===== src/rtl/mem_bus_arbiter.sv =====
// mem_bus_arbiter: shares the ROM/RAM pair between the 6502 core and a
// debug/loader master. Alternating-priority grant, ROM/RAM select latched
// at grant time, fixed IDLE -> ACCESS x MEM_LATENCY -> DONE sequence.
// Optional build macro: MEM_BUS_ARB_ROM_WRITE_EN (debug port may write ROM).
module mem_bus_arbiter #(
   parameter int MEM_LATENCY = 1,    // 1..4
   parameter bit DBG_FIRST   = 1'b0  // first simultaneous-request winner
) (
   input  logic        clk,
   input  logic        reset,
   input  logic        cpu_req,
   input  logic [15:0] cpu_addr,
   input  logic        cpu_we,
   input  logic [7:0]  cpu_wdata,
   output logic [7:0]  cpu_rdata,
   output logic        cpu_ack,
   output logic        cpu_rdy,
   input  logic        dbg_req,
   input  logic [15:0] dbg_addr,
   input  logic        dbg_we,
   input  logic [7:0]  dbg_wdata,
   output logic [7:0]  dbg_rdata,
   output logic        dbg_ack,
   output logic [14:0] mem_addr,
   output logic        rom_cs,
   output logic        ram_cs,
   output logic        mem_we,
   output logic [7:0]  mem_wdata,
   input  logic [7:0]  rom_rdata,
   input  logic [7:0]  ram_rdata,
   output logic        wr_err
);

`ifdef MEM_BUS_ARB_ROM_WRITE_EN
   localparam bit DBG_ROM_WR = 1'b1;
`else
   localparam bit DBG_ROM_WR = 1'b0;
`endif

   localparam logic [1:0] CNT_LAST = 2'(MEM_LATENCY - 1);

   typedef enum logic [1:0] {S_IDLE, S_ACCESS, S_DONE} state_t;

   state_t      state_q, state_d;
   logic [1:0]  cnt_q, cnt_d;
   logic        cpu_pend_q, cpu_pend_d;
   logic        last_dbg_q, last_dbg_d;   // 1 = debug won the last grant
   logic        gnt_dbg_q, gnt_dbg_d;     // master owning the current access
   logic        sel_q, sel_d;             // 1 = ROM, frozen for the whole access
   logic [14:0] addr_q, addr_d;
   logic        we_q, we_d;
   logic        drop_q, drop_d;           // write suppressed (ROM protection)
   logic [7:0]  wdata_q, wdata_d;
   logic [7:0]  cpu_rdata_q, cpu_rdata_d;
   logic [7:0]  dbg_rdata_q, dbg_rdata_d;
   logic        wr_err_q, wr_err_d;

   logic        cpu_want, pick_dbg, in_access, done;

   // A CPU pulse arriving in IDLE is granted the same cycle; otherwise it waits in cpu_pend.
   assign cpu_want  = cpu_pend_q | cpu_req;
   assign pick_dbg  = dbg_req & (~cpu_want | ~last_dbg_q);
   assign in_access = (state_q == S_ACCESS);
   assign done      = (state_q == S_DONE);

   // State register and all latched access context
   always_ff @(posedge clk or posedge reset) begin
      if (reset) begin
         state_q     <= S_IDLE;
         cnt_q       <= '0;
         cpu_pend_q  <= 1'b0;
         last_dbg_q  <= ~DBG_FIRST;
         gnt_dbg_q   <= 1'b0;
         sel_q       <= 1'b0;
         addr_q      <= '0;
         we_q        <= 1'b0;
         drop_q      <= 1'b0;
         wdata_q     <= '0;
         cpu_rdata_q <= '0;
         dbg_rdata_q <= '0;
         wr_err_q    <= 1'b0;
      end else begin
         state_q     <= state_d;
         cnt_q       <= cnt_d;
         cpu_pend_q  <= cpu_pend_d;
         last_dbg_q  <= last_dbg_d;
         gnt_dbg_q   <= gnt_dbg_d;
         sel_q       <= sel_d;
         addr_q      <= addr_d;
         we_q        <= we_d;
         drop_q      <= drop_d;
         wdata_q     <= wdata_d;
         cpu_rdata_q <= cpu_rdata_d;
         dbg_rdata_q <= dbg_rdata_d;
         wr_err_q    <= wr_err_d;
      end
   end

   // Next-state: grant in IDLE, count ACCESS cycles, capture read data on the last one
   always_comb begin
      state_d     = state_q;
      cnt_d       = cnt_q;
      last_dbg_d  = last_dbg_q;
      gnt_dbg_d   = gnt_dbg_q;
      sel_d       = sel_q;
      addr_d      = addr_q;
      we_d        = we_q;
      drop_d      = drop_q;
      wdata_d     = wdata_q;
      cpu_rdata_d = cpu_rdata_q;
      dbg_rdata_d = dbg_rdata_q;
      wr_err_d    = wr_err_q;
      cpu_pend_d  = cpu_pend_q;

      if (cpu_ack)
         cpu_pend_d = 1'b0;
      else if (cpu_req)
         cpu_pend_d = 1'b1;

      case (state_q)
         S_IDLE: begin
            if (cpu_want | dbg_req) begin
               gnt_dbg_d  = pick_dbg;
               last_dbg_d = pick_dbg;
               addr_d     = pick_dbg ? dbg_addr[14:0] : cpu_addr[14:0];
               sel_d      = pick_dbg ? dbg_addr[15]   : cpu_addr[15];
               we_d       = pick_dbg ? dbg_we         : cpu_we;
               wdata_d    = pick_dbg ? dbg_wdata      : cpu_wdata;
               drop_d     = we_d & sel_d & (~pick_dbg | ~DBG_ROM_WR);
               if (drop_d)
                  wr_err_d = 1'b1;
               cnt_d   = '0;
               state_d = S_ACCESS;
            end
         end
         S_ACCESS: begin
            if (cnt_q == CNT_LAST) begin
               state_d = S_DONE;
               if (!we_q) begin
                  if (gnt_dbg_q) dbg_rdata_d = sel_q ? rom_rdata : ram_rdata;
                  else           cpu_rdata_d = sel_q ? rom_rdata : ram_rdata;
               end
            end else begin
               cnt_d = cnt_q + 2'd1;
            end
         end
         S_DONE:  state_d = S_IDLE;
         default: state_d = S_IDLE;
      endcase
   end

   // Memory-side strobes: cs for the whole access, write strobe in its first cycle only
   always_comb begin
      mem_addr  = addr_q;
      mem_wdata = wdata_q;
      rom_cs    = in_access & sel_q;
      ram_cs    = in_access & ~sel_q;
      mem_we    = in_access & (cnt_q == 2'd0) & we_q & ~drop_q;
      cpu_ack   = done & ~gnt_dbg_q;
      dbg_ack   = done & gnt_dbg_q;
      cpu_rdy   = ~cpu_pend_q | cpu_ack;
      cpu_rdata = cpu_rdata_q;
      dbg_rdata = dbg_rdata_q;
      wr_err    = wr_err_q;
   end

endmodule


===== config.mk =====
export PLATFORM = sky130hd
export DESIGN_NAME = mem_bus_arbiter
export DESIGN_NICKNAME = d
export VERILOG_FILES = /design/src/rtl/mem_bus_arbiter.sv
export SDC_FILE = /design/constraint.sdc
export NUM_CORES = 1
export LEC_CHECK = 0
export ABC_CLOCK_PERIOD_IN_PS = 3350
export BUFFER_PORTS_ARGS = -buffer_cell sky130_fd_sc_hd__buf_4
export CELL_PAD_IN_SITES_DETAIL_PLACEMENT = 0
export CELL_PAD_IN_SITES_GLOBAL_PLACEMENT = 2
export CORE_MARGIN = 4
export CORE_UTILIZATION = 30
export CTS_BUF_LIST = sky130_fd_sc_hd__clkbuf_8
export DETAILED_ROUTE_END_ITERATION = 12
export GPL_TIMING_DRIVEN = 0
export PLACE_DENSITY_LB_ADDON = 0.05
export SYNTH_ARGS = -nofsm -noshare
export SYNTH_HDL_FRONTEND = slang
export SYNTH_SLANG_ARGS = --single-unit

===== constraint.sdc =====
create_clock -name clk -period 3.35 [get_ports clk]
set_input_delay 0.8375 -clock clk [delete_from_list [all_inputs] [get_ports clk]]
set_output_delay 0.8375 -clock clk [all_outputs]
set_load 0.01 [all_outputs]

# Word-level counts from Yosys, hierarchy flattened
# Index checks and enable logic that the tools add are counted.
classes:
  muxes: 13
  eq_ne: 5
  bitwise: 20
  reduce_logical: 10
  n_addsub: 1
ops:
  columns: ["op", "count"]
  rows:
  - ["8-bit 2-to-1 mux", 2]
  - ["15-bit 2-to-1 mux", 1]
  - ["1-bit bitwise AND", 9]
  - ["2-bit 2-to-1 mux", 4]
  - ["2-bit one-hot mux with 2 select lines", 2]
  - ["4-bit AND reduction", 2]
  - ["1-bit NOT", 7]
  - ["3-bit AND reduction", 2]
  - ["2-bit zero test", 2]
  - ["1-bit 2-to-1 mux", 4]
  - ["2-bit != test, second input constant", 2]
  - ["1-bit OR", 4]
  - ["2-bit AND reduction", 2]
  - ["2-bit nonzero test", 2]
  - ["2-bit by 1-bit adder with 2-bit output, second input constant", 1]
  - ["2-bit by 1-bit == test with 1-bit output, second input constant", 1]
  - ["2-bit == test, second input constant", 1]
  - ["2-bit by 1-bit != test with 1-bit output, second input constant", 1]
word_totals:
  output_inout_bits: 46
  elab_cells: 62
  inputBits: 70
  register_bits: 50

# Logic depth before layout (Yosys ltp)
# Gate-level depths: netlist of run 1.
depth:
  depth_word: 7
  depth_mapped: 6
  mapped_depth_nobuf: 6

# Least setup slack after synthesis of run 1
# OpenSTA, ideal clock, no wires.
synth_timing:
  path_type: "flip-flop to output port"
  startpoint: "reg gnt_dbg_q"
  endpoint: "out cpu_rdy"
  path_slack_ps: 1435
  stages_incl_launch_ff: 3
  required_ps: 2513
  path_buffers: 0
  arrival_time_ps: 1078
  path_cell_list: "dfrtp_1 -> nor3b_1 -> nand2b_1"
synth_between:
  elab_chain_len: 3
synth_lines:
  columns: ["element", "line", "text"]
  rows:
  - ["from (decl)", "48", "logic gnt_dbg_q, gnt_dbg_d;"]
  - ["from (signal assigned)", "87", "gnt_dbg_q <= gnt_dbg_d;"]
  - ["1-bit NOT (no line)", null, null]
  - ["1-bit bitwise AND", "159", "cpu_ack = done & ~gnt_dbg_q;"]
  - ["named net cpu_ack", "16", "output logic cpu_ack,"]
  - ["1-bit OR", "161", "cpu_rdy = ~cpu_pend_q | cpu_ack;"]
  - ["to (decl)", "17", "output logic cpu_rdy,"]
# The timed path passes the listed nets, and every way through them passes these cells.

# Worst setup path in the final report of run 1
layout_timing:
  startpoint: "reg cnt_q[0]"
  endpoint: "out mem_we"
layout_between:
  elab_chain_len: 4
layout_lines:
  columns: ["element", "line", "text"]
  rows:
  - ["from (decl)", "45", "logic [1:0] cnt_q, cnt_d;"]
  - ["from (signal assigned)", "84", "cnt_q <= cnt_d;"]
  - ["2-bit zero test", "158", "mem_we = in_access & (cnt_q == 2'd0) & we_q & ~drop_q;"]
  - ["1-bit bitwise AND (3 in a row)", "158", null]
  - ["to (decl)", "27", "output logic mem_we,"]
# No other way between the ends.

==> results of run 1 <==
[synthesized netlist by cell type, drive strengths merged]
| cell | number | area [µm²] |
|---|---|---|
| nor3 | 1 | 16.3 |
| or3b | 1 | 8.76 |
| clkbuf | 3 | 11.3 |
| o31ai | 1 | 12.5 |
| nand3 | 2 | 10.0 |
| a32oi | 1 | 8.76 |
| and3 | 1 | 6.26 |
| nor3b | 3 | 22.5 |
| nand2b | 1 | 6.26 |
| o21ai | 29 | 149 |
| o21bai | 1 | 7.51 |
| nand2 | 29 | 119 |
| and3b | 2 | 17.5 |
| dfrtp | 49 | 1230 |
| nand3b | 1 | 20.0 |
| ha | 1 | 12.5 |
| inv | 5 | 18.8 |
| dfstp | 1 | 26.3 |
| a32o | 2 | 20.0 |
| mux2 | 24 | 270 |
| mux2i | 25 | 250 |
| nor2 | 4 | 15.0 |
| buf | 6 | 50.0 |
[sequential cells by signal, summed over array words and instances (netlist names)]
name	count
cpu_pend_q	1
wr_err	1
cpu_rdata	8
gnt_dbg_q	1
dbg_rdata	8
state_q	2
we_q	1
mem_wdata	8
last_dbg_q	1
cnt_q	2
sel_q	1
drop_q	1
mem_addr	15
[kinds of logic (layout without fill, tap and decap cells)]
| logic type | after synthesis | count (layout) | share of synthesized area, % |
|---|---|---|---|
| AOI/OAI and AO/OA | 34 | 34 | 8.58 |
| adders and majority gates | 1 | 1 | 0.543 |
| buffers and inverters | 14 | 138 | 3.47 |
| DFF | 50 | 50 | 54.3 |
| muxes | 49 | 49 | 22.6 |
| and+or+nand+nor | 45 | 45 | 10.5 |
[per-layer routing]
metal  global-route usage (%)  vias up  share of wire [%]
met2                     21.7       69                 49
met3                     4.34        6                9.0
met4                     4.03        0                1.2
li1                         -      916                  -
met1                     15.4      874                 41
met5                        0        -                  0
[worst max-delay path, delay by kind of cell, from the launching register on]
kind / cells / cell delay [ps]
adders and majority gates: 1 / 210
buffers and inverters: 2 / 220
DFF: 1 / 410
and+or+nand+nor: 2 / 340
[final cells by class]
| class | count | area [µm²] |
|---|---|---|
| well taps | 99 | 124 |
| plain buffers | 9 | 61.3 |
| clock inverters | 2 | 12.5 |
| fillers | 758 | 3960 |
| clock buffers | 6 | 82.6 |
| multi-input cells | 129 | 972 |
| inverters | 5 | 18.8 |
| repair buffers | 116 | 883 |
| flip-flops and latches | 50 | 1250 |
[how the worst max path moves through the flow]
stage	endpoint	cells past startpoint	start	slack (ps)
after floorplan	cnt_q[0]	1	reset	1310
after detailed placement	mem_wdata[6]	4	cpu_req	1310
after global placement	cnt_q[0]	2	reset	550
after CTS	mem_we	5	cnt_q[0]	1010
final	mem_we	5	cnt_q[0]	1050
after global routing	mem_we	5	cnt_q[0]	940
[metrics by stage]
stage | utilization, % | setup slack (ps) | power [mW] | cell area, µm² | hold WS, ps
6_report | 46.2 | 1050 | 2.85 | 3410 | 488
5_1_grt | 46.2 | 935 | 3.09 | 3410 | 504
4_1_cts | 46.2 | 1010 | 2.92 | 3410 | 496
3_5_place_dp | 44.9 | 1310 | 2.55 | 3310 | 473
3_3_place_gp | 44.7 | 547 | 2.52 | 3290 | 463
2_1_floorplan | - | 1310 | 1.85 | 2300 | 457
[power by group through the flow]
| stage | registers (mW) | logic [mW] | clock network (mW) |
|---|---|---|---|
| after floorplan | 1.18 | 0.675 | 0 |
| after global placement | 1.07 | 1.45 | 0 |
| after detailed placement | 1.08 | 1.46 | 0 |
| after CTS | 1.08 | 1.46 | 0.381 |
| after global routing | 1.11 | 1.57 | 0.402 |
| final | 1.07 | 1.42 | 0.365 |
==> results.toml, run 1 <==
[run_status]
run_status = "finished clean"

[clocking]
cts_htree_levels = 2
cts_setup_buffers = 0
tritoncts = "yes"
postCtsHoldBufs = 0
clock_sinks = 50
clk_path_buf_depth = 2
cts_resized = 0
clkSlewWorstSetupHoldPaths_ps = 90
cts_root_buffer = "sky130_fd_sc_hd__clkbuf_8"
clock_insertion_delay_worst_skew_ps = 300
tritoncts.num_buffers = 5

[sta]
finalHoldViolations = 0
unrepaired_setup_endpoints_after_global_routing = "false"
achievable-frequency_ghz = 0.434
setup_viol = 0
setup_tns_ps = 0
fin_crit_ps = 2300
final_count_of_pins_violating_max_slew = 0
max_slew.worst_pin.slew_ps = 533
finalClockSkew_ps = 5.07
slew_headroom_pct = 64.4
tcrit_tclk_final_pct = 68.8

[pwr]
power.ir.vdd_worst_mv = 0.268
clock_power_share_pct = 12.8
power.share.combinational_pct = 49.7
netSwitchingPower_mw = 1.05
power.internal_mw = 1.80
seqPwrFrac_pct = 37.5
static-leakage-power_nw = 1.70
power_density_nw_per_um2 = 837
sw_share_pct = 36.8

[floorplanning]
core_area_um2 = 7370
die_y_um = 95.7
initial_utilization_pct = 31.3
io_pins = 116
rows = 31
die_width_um = 95.7
design.die.area_um2 = 9150

[setup_path]
critical_path.reg2reg.endpoint = "cpu_rdata[7]"
crit_slowest_cell = "sky130_fd_sc_hd__dfrtp_1"
crit_path_max_fanout = 4
timing.critical_path.required_ps = 2510
critical_path.endpoint_type = "output pin"
r2r_cells = 5
timing.reg2reg.setup_slack_ps = 1670
worstPathCellList = "inv_1 > ha_1 > nand3b_4 > nor3b_1 > buf_4"
critical_path.startpoint_type = "flop"
timing.critical_path.slowest_cell_delay_ps = 410
timing_worst_setup_path_type = "flop to output pin"
critical_path.reg2reg.startpoint = "cnt_q[0]"
timing.critical_path.arrival_ps = 1470

[routing]
viasPerCell = 4.48
detailedRoute.firstIterationViolations = 39
post-route-drc-count = 0
vias = 1865
wire_per_inst_um = 14.3
route.final.wire_length_um = 5940
route.antenna.remaining_nets = 0
drt_first_pass_iters = 4

[layout]
area_growth_from_synthesis_to_layout_pct = 47.8
mostFrequentLayoutCells = "sky130_fd_sc_hd__buf_4, sky130_fd_sc_hd__dfrtp_1, sky130_fd_sc_hd__nand2_1"
layoutNonFillerInstCount = 416
finish.net_count = 387
post_route_cells_drive_above_1_share_pct = 51.1
mostFrequentLayoutCell = "sky130_fd_sc_hd__buf_4"
insertedDiodeCount = 0

[global_routing]
first_global_vias = 1819
first_pass_grt_wire_length_um = 9140
global_route.usage.total_pct = 12.9
antenna_found_initial = 0
grt-ovfl-total = 0
grt_start_max_net_pins = 29

[logic_synthesis]
post_synth.cell_area_avg_um2 = 11.9
ys_ff_latch = 50
yosysWarningCount = 0
synthesis.nets = 264
number_of_distinct_library_cells_after_synthesis = 30
synth-seq-area-share_pct = 54.3
synth.cell_area_um2 = 2300
synth_cells = 193

[place]
detailed_place_hpwl_um = 4700
port_buffers = 115
place_congestion = 0.677
dpl.cell_count = 408

[worst_hold_path]
worst_hold_path_type = "flop to flop"
worst_hold_startpoint = "mem_addr[11]"
min_delay_path_depth = 2
holdPathEnd = "mem_addr[11]"

[run]
max_cap_viol_count = 0
(Power assumes the default switching activity.)
==> inputs of run 2 (changes only) <==
ABC_CLOCK_PERIOD_IN_PS = 2300   (was 3350)
CORE_UTILIZATION = 28   (was 30)
clock period = 2.3 ns   (was 3.35 ns; I/O delays follow)
==> run 2 against run 1 <==
Clock skew is 5.3 ps higher. First-iteration DRC count fell by 44%. Worst hold slack got worse by 220 ps. Register-to-register slack got worse by 1000 ps. Largest cell class unchanged.
==> results.toml, run 2 (synthesis results as in run 1) <==
[sta]
finalHoldViolations = 0
setup_tns_ps = 0
finalClockSkew_ps = 10.3
fin_crit_ps = 2060
final_count_of_pins_violating_max_slew = 0
slew_headroom_pct = 60.5
max_slew.worst_pin.slew_ps = 593
tcrit_tclk_final_pct = 89.4
unrepaired_setup_endpoints_after_global_routing = "false"
setup_viol = 0
final.hold.worst_slack_ps = 263
achievable-frequency_ghz = 0.486

[routing]
vias = 1853
wire_per_inst_um = 14.2
viasPerCell = 4.43
detailedRoute.firstIterationViolations = 22
drt_first_pass_iters = 4
route.antenna.remaining_nets = 0
route.final.wire_length_um = 5940
post-route-drc-count = 0

[clocking]
cts_root_buffer = "sky130_fd_sc_hd__clkbuf_8"
postCtsHoldBufs = 0
clock_sinks = 50
cts_setup_buffers = 0
cts_resized = 0
clk_path_buf_depth = 2
tritoncts = "yes"
clock_insertion_delay_worst_skew_ps = 300
clkSlewWorstSetupHoldPaths_ps = 90
tritoncts.num_buffers = 5
cts_htree_levels = 2

[global_routing]
grt-ovfl-total = 0
grt.busiest_layer = "met2"
antenna_found_initial = 0
first_global_vias = 1903
grt_start_max_net_pins = 34
first_pass_grt_wire_length_um = 9510
global_route.usage.total_pct = 11.9
grt.met3_usage_pct = 3.96
use_met1_pct = 14.4
grt_use_met2_pct = 20.8

[floorplanning]
die_width_um = 98.7
core_area_um2 = 7850
design.die.area_um2 = 9750
io_pins = 116
rows = 32
die_y_um = 98.7
initial_utilization_pct = 29.4

[setup_path]
timing.critical_path.arrival_ps = 1480
critical_path.endpoint_type = "output pin"
timing_worst_setup_path_type = "flop to output pin"
critical_path.startpoint_type = "flop"
timing.critical_path.required_ps = 1730
crit_path_max_fanout = 10
critical_path.reg2reg.startpoint = "cnt_q[0]"
timing.reg2reg.setup_slack_ps = 630
setup.worst_path.start = "sel_q"

[layout]
largest_reg_flops = 15
finish.net_count = 387
finish.utilization_pct = 43.7
mostFrequentLayoutCell = "sky130_fd_sc_hd__buf_4"
register_area_um2 = 1250
num-fill-cells = 812
insertedDiodeCount = 0
mostFrequentLayoutCells = "sky130_fd_sc_hd__buf_4, sky130_fd_sc_hd__dfrtp_1, sky130_fd_sc_hd__nand2_1"
area_growth_from_synthesis_to_layout_pct = 48.8
multi_input_area_um2 = 972
post_route_cells_drive_above_1_share_pct = 50.9

[worst_hold_path]
worst_hold_path_type = "input port to asynchronous set/reset pin"

[pwr]
power.ir.vdd_worst_mv = 0.441
power_density_nw_per_um2 = 1240
static-leakage-power_nw = 1.71

[place]
port_buffers = 115
place_congestion = 0.707
detailed_place_hpwl_um = 4710

[run_status]
run_status = "finished clean"

[run]
max_cap_viol_count = 0
run 2: cell types whose count changed in the layout (fill, tap and decap cells not counted):
| cell | change |
|---|---|
| sky130_fd_sc_hd__bufinv_16 | +1 |
| sky130_fd_sc_hd__clkinv_2 | -1 |
| sky130_fd_sc_hd__clkinvlp_4 | -1 |
run 2: power breakdown:
part	switching, mW	leakage [nW]	internal, mW	total [mW]
registers	0.259	0.600	1.30	1.56
logic	0.980	1.06	1.08	2.06
clock network	0.274	0.0573	0.348	0.622
total	1.51	1.71	2.73	4.25
run 2: metal layers:
layer / share of wire (%) / vias up
met5: 0 / -
met4: 0.61 / 0
met3: 8.1 / 4
met2: 51 / 66
met1: 40 / 863
li1: - / 920
run 2: area by class of cell:
cell class,instances,area share [%]
clock buffer,6,2.41
tap,102,3.72
multi-input combinational,129,28.4
inverter,5,0.547
buffer,9,1.79
timing repair buffer,116,25.8
clock inverter,1,0.876
sequential,50,36.5
run 2: path summary, 6_finish.rpt:
path	to	cells past startpoint
hold reg to reg	wr_err	1
max in group asynchronous	last_dbg_q	3
min in group clk	wr_err	1
setup / recovery	rom_cs	3
setup reg to reg	cpu_rdata[2]	5
hold / removal	mem_addr[4]	2
run 2: worst max-delay path: stages (launching register included):
cell	delay [ps]
sky130_fd_sc_hd__dfrtp_1	370
sky130_fd_sc_hd__clkbuf_1	470
sky130_fd_sc_hd__and3b_1	230
sky130_fd_sc_hd__buf_4	110
run 2: per-stage QoR:
step	worst slack (ps)	instances	cell area (µm²)	total power, mW
finish	243	418	3430	4.25
global placement	-247	410	3300	3.68
floorplan	525	193	2300	2.70
detailed placement	494	411	3320	3.71
global route	68.6	418	3430	4.59
CTS	151	418	3430	4.36
==> inputs of run 3 (changes only) <==
ABC_AREA = 1   (was unset)
CORE_UTILIZATION = 25   (was 28)
==> run 3 against run 2 <==
Worst hold slack lost 9.5 ps. Via count is 22% higher. Wire length grew 23%. Synthesized area rose by 1.5%. Register-to-register slack improved by 40 ps. Power is 2.3% higher. Combinational power increased by 10%. Setup slack worse by 45 ps. Non-clock buffer count grew 2. Cell count increased by 24%. Clock skew is 1.2 ps higher. Largest power group unchanged.
==> results.toml, run 3 <==
[pwr]
power.share.combinational_pct = 52.2
power.internal_mw = 2.52
power.ir.vdd_worst_mv = 0.410
sw_share_pct = 41.9
netSwitchingPower_mw = 1.82
static-leakage-power_nw = 1.75
power_density_nw_per_um2 = 1260
clock_power_share_pct = 12.2
seqPwrFrac_pct = 35.6

[logic_synthesis]
number_of_distinct_library_cells_after_synthesis = 25
synth.cell_area_um2 = 2340
synth_cells = 287
synthTopCellsByCount = "sky130_fd_sc_hd__nand2_1, sky130_fd_sc_hd__dfrtp_1, sky130_fd_sc_hd__a21oi_1"
ys_top_cells_by_area = "sky130_fd_sc_hd__dfrtp_1, sky130_fd_sc_hd__nand2_1, sky130_fd_sc_hd__a21oi_1"
yosysWarningCount = 0
synthMostInstantiatedCell = "sky130_fd_sc_hd__nand2_1"
synthesis.nets = 358
synth-seq-area-share_pct = 53.5
synth_top_area_cell = "sky130_fd_sc_hd__dfrtp_1"
synth_enable_flop_cells = 0
ys_ff_latch = 50
async_reset_ff_share_pct = 100
synth-main-ff-cell = "sky130_fd_sc_hd__dfrtp_1"
post_synth.cell_area_avg_um2 = 8.15
synth_top_cell_area_share_pct = 52.4

[setup_path]
r2r_cells = 5
timing.critical_path.required_ps = 1730
critical_path.reg2reg.startpoint = "last_dbg_q"
timing.reg2reg.setup_slack_ps = 670
critical_path.endpoint_type = "output pin"
critical_path.reg2reg.endpoint = "mem_wdata[1]"
crit_path_max_fanout = 10
timing_worst_setup_path_type = "flop to output pin"
critical_path.startpoint_type = "flop"
timing.critical_path.arrival_ps = 1530

[layout]
mostFrequentLayoutCell = "sky130_fd_sc_hd__buf_4"
fin_area_um2 = 3440
layoutNonFillerInstCount = 520
largest_reg_flops = 15
post_route_cells_drive_above_1_share_pct = 35.5
area_growth_from_synthesis_to_layout_pct = 47.2
finish.utilization_pct = 37.5
mostFrequentLayoutCells = "sky130_fd_sc_hd__buf_4, sky130_fd_sc_hd__nand2_1, sky130_fd_sc_hd__dfrtp_1"
finish.net_count = 481
insertedDiodeCount = 0

[routing]
detailedRoute.firstIterationViolations = 62
post-route-drc-count = 0
route.antenna.remaining_nets = 0
viasPerCell = 4.34
drt_first_pass_iters = 4
vias = 2258
route.final.wire_length_um = 7340
wire_per_inst_um = 14.1

[sta]
final_count_of_pins_violating_max_slew = 0
tcrit_tclk_final_pct = 91.4
achievable-frequency_ghz = 0.476
finalClockSkew_ps = 11.5
setup_tns_ps = 0
unrepaired_setup_endpoints_after_global_routing = "false"
final.hold.worst_slack_ps = 253
max_slew.worst_pin.slew_ps = 538
slew_headroom_pct = 64.2
setup_viol = 0
fin_crit_ps = 2100
finalHoldViolations = 0

[clocking]
tritoncts = "yes"
cts_resized = 0
cts_htree_levels = 2
cts_setup_buffers = 0
clock_sinks = 50
cts_root_buffer = "sky130_fd_sc_hd__clkbuf_8"
clkSlewWorstSetupHoldPaths_ps = 100
postCtsHoldBufs = 0
tritoncts.num_buffers = 5
clk_path_buf_depth = 2
clock_insertion_delay_worst_skew_ps = 300

[place]
port_buffers = 115
dpl.cell_count = 514
postPlaceCellArea_um2 = 3360
place_congestion = 0.687
detailed_place_hpwl_um = 5550

[global_routing]
first_pass_grt_wire_length_um = 12000
global_route.usage.total_pct = 13.5
grt_start_max_net_pins = 36
first_global_vias = 2355
grt-ovfl-total = 0
antenna_found_initial = 0

[floorplanning]
initial_utilization_pct = 25.4
rows = 35
design.die.area_um2 = 11000
io_pins = 116
die_width_um = 105
core_area_um2 = 9200
die_y_um = 105

[run]
max_cap_viol_count = 0

[run_status]
run_status = "finished clean"

[worst_hold_path]
worst_hold_path_type = "input port to asynchronous set/reset pin"
run 3: cell count changes after synthesis, sizes merged, moves of 3 or more:
| cell | before | now |
|---|---|---|
| nand2 | 29 | 78 |
| a21oi | 0 | 46 |
| inv | 5 | 35 |
| nor2 | 4 | 31 |
| mux2i | 25 | 0 |
| mux2 | 24 | 0 |
| o21ai | 29 | 23 |
| buf | 6 | 10 |
| nor3 | 1 | 4 |
| nor3b | 3 | 0 |
run 3: metrics by stage:
stage	worst slack (ps)	power (mW)
detailed placement	390	3.90
floorplan	525	2.80
global placement	-414	3.87
CTS	115	4.45
finish	198	4.34
global route	50.3	4.75
run 3: kinds of logic after synthesis:
| group | share of synthesized area [%] |
|---|---|
| AND/OR/NAND/NOR | 21.7 |
| flip-flops | 53.5 |
| buffers and inverters | 8.72 |
| adder cells (fa/ha/maj) | 0.535 |
| AO/OA/AOI/OAI | 15.6 |
run 3: metal layers:
layer	share of wire (%)	routed length, µm	track usage, %	vias up
met5	0	0	0	-
met4	0.87	64	2.81	0
li1	-	-	-	1146
met1	42	3080	15.9	1037
met3	7.4	542	4.51	6
met2	50	3650	23.9	69
run 3: critical path: stages (launching register included):
cell and delay (ps):
sky130_fd_sc_hd__dfrtp_1 330, sky130_fd_sc_hd__buf_2 230, sky130_fd_sc_hd__clkinv_1 350, sky130_fd_sc_hd__nor2_1 190, sky130_fd_sc_hd__buf_4 130
run 3: final cells by class:
type	count	area (µm²)
sequential	50	1250
tap	111	139
fill	990	5750
timing repair buffer	116	883
clock buffer	6	82.6
inverter	36	135
buffer	11	68.8
multi-input combinational	190	883
run 3: how the worst max path moves through the flow:
stage | from | to | slack [ps] | cells past startpoint
6_report | sel_q | rom_cs | 200 | 4
5_1_grt | sel_q | rom_cs | 50 | 4
4_1_cts | sel_q | rom_cs | 110 | 4
3_5_place_dp | cpu_req | mem_wdata[6] | 390 | 7
3_3_place_gp | reset | mem_addr[12] | -410 | 2
2_1_floorplan | reset | cnt_q[0] | 530 | 1
run 3: power groups by stage:
stage / sequential, mW / clock [mW] / combinational (mW)
after floorplan: 1.70 / 0 / 1.10
after global placement: 1.55 / 0 / 2.31
after detailed placement: 1.56 / 0 / 2.33
after CTS: 1.55 / 0.557 / 2.34
after global routing: 1.60 / 0.587 / 2.56
final: 1.55 / 0.531 / 2.27
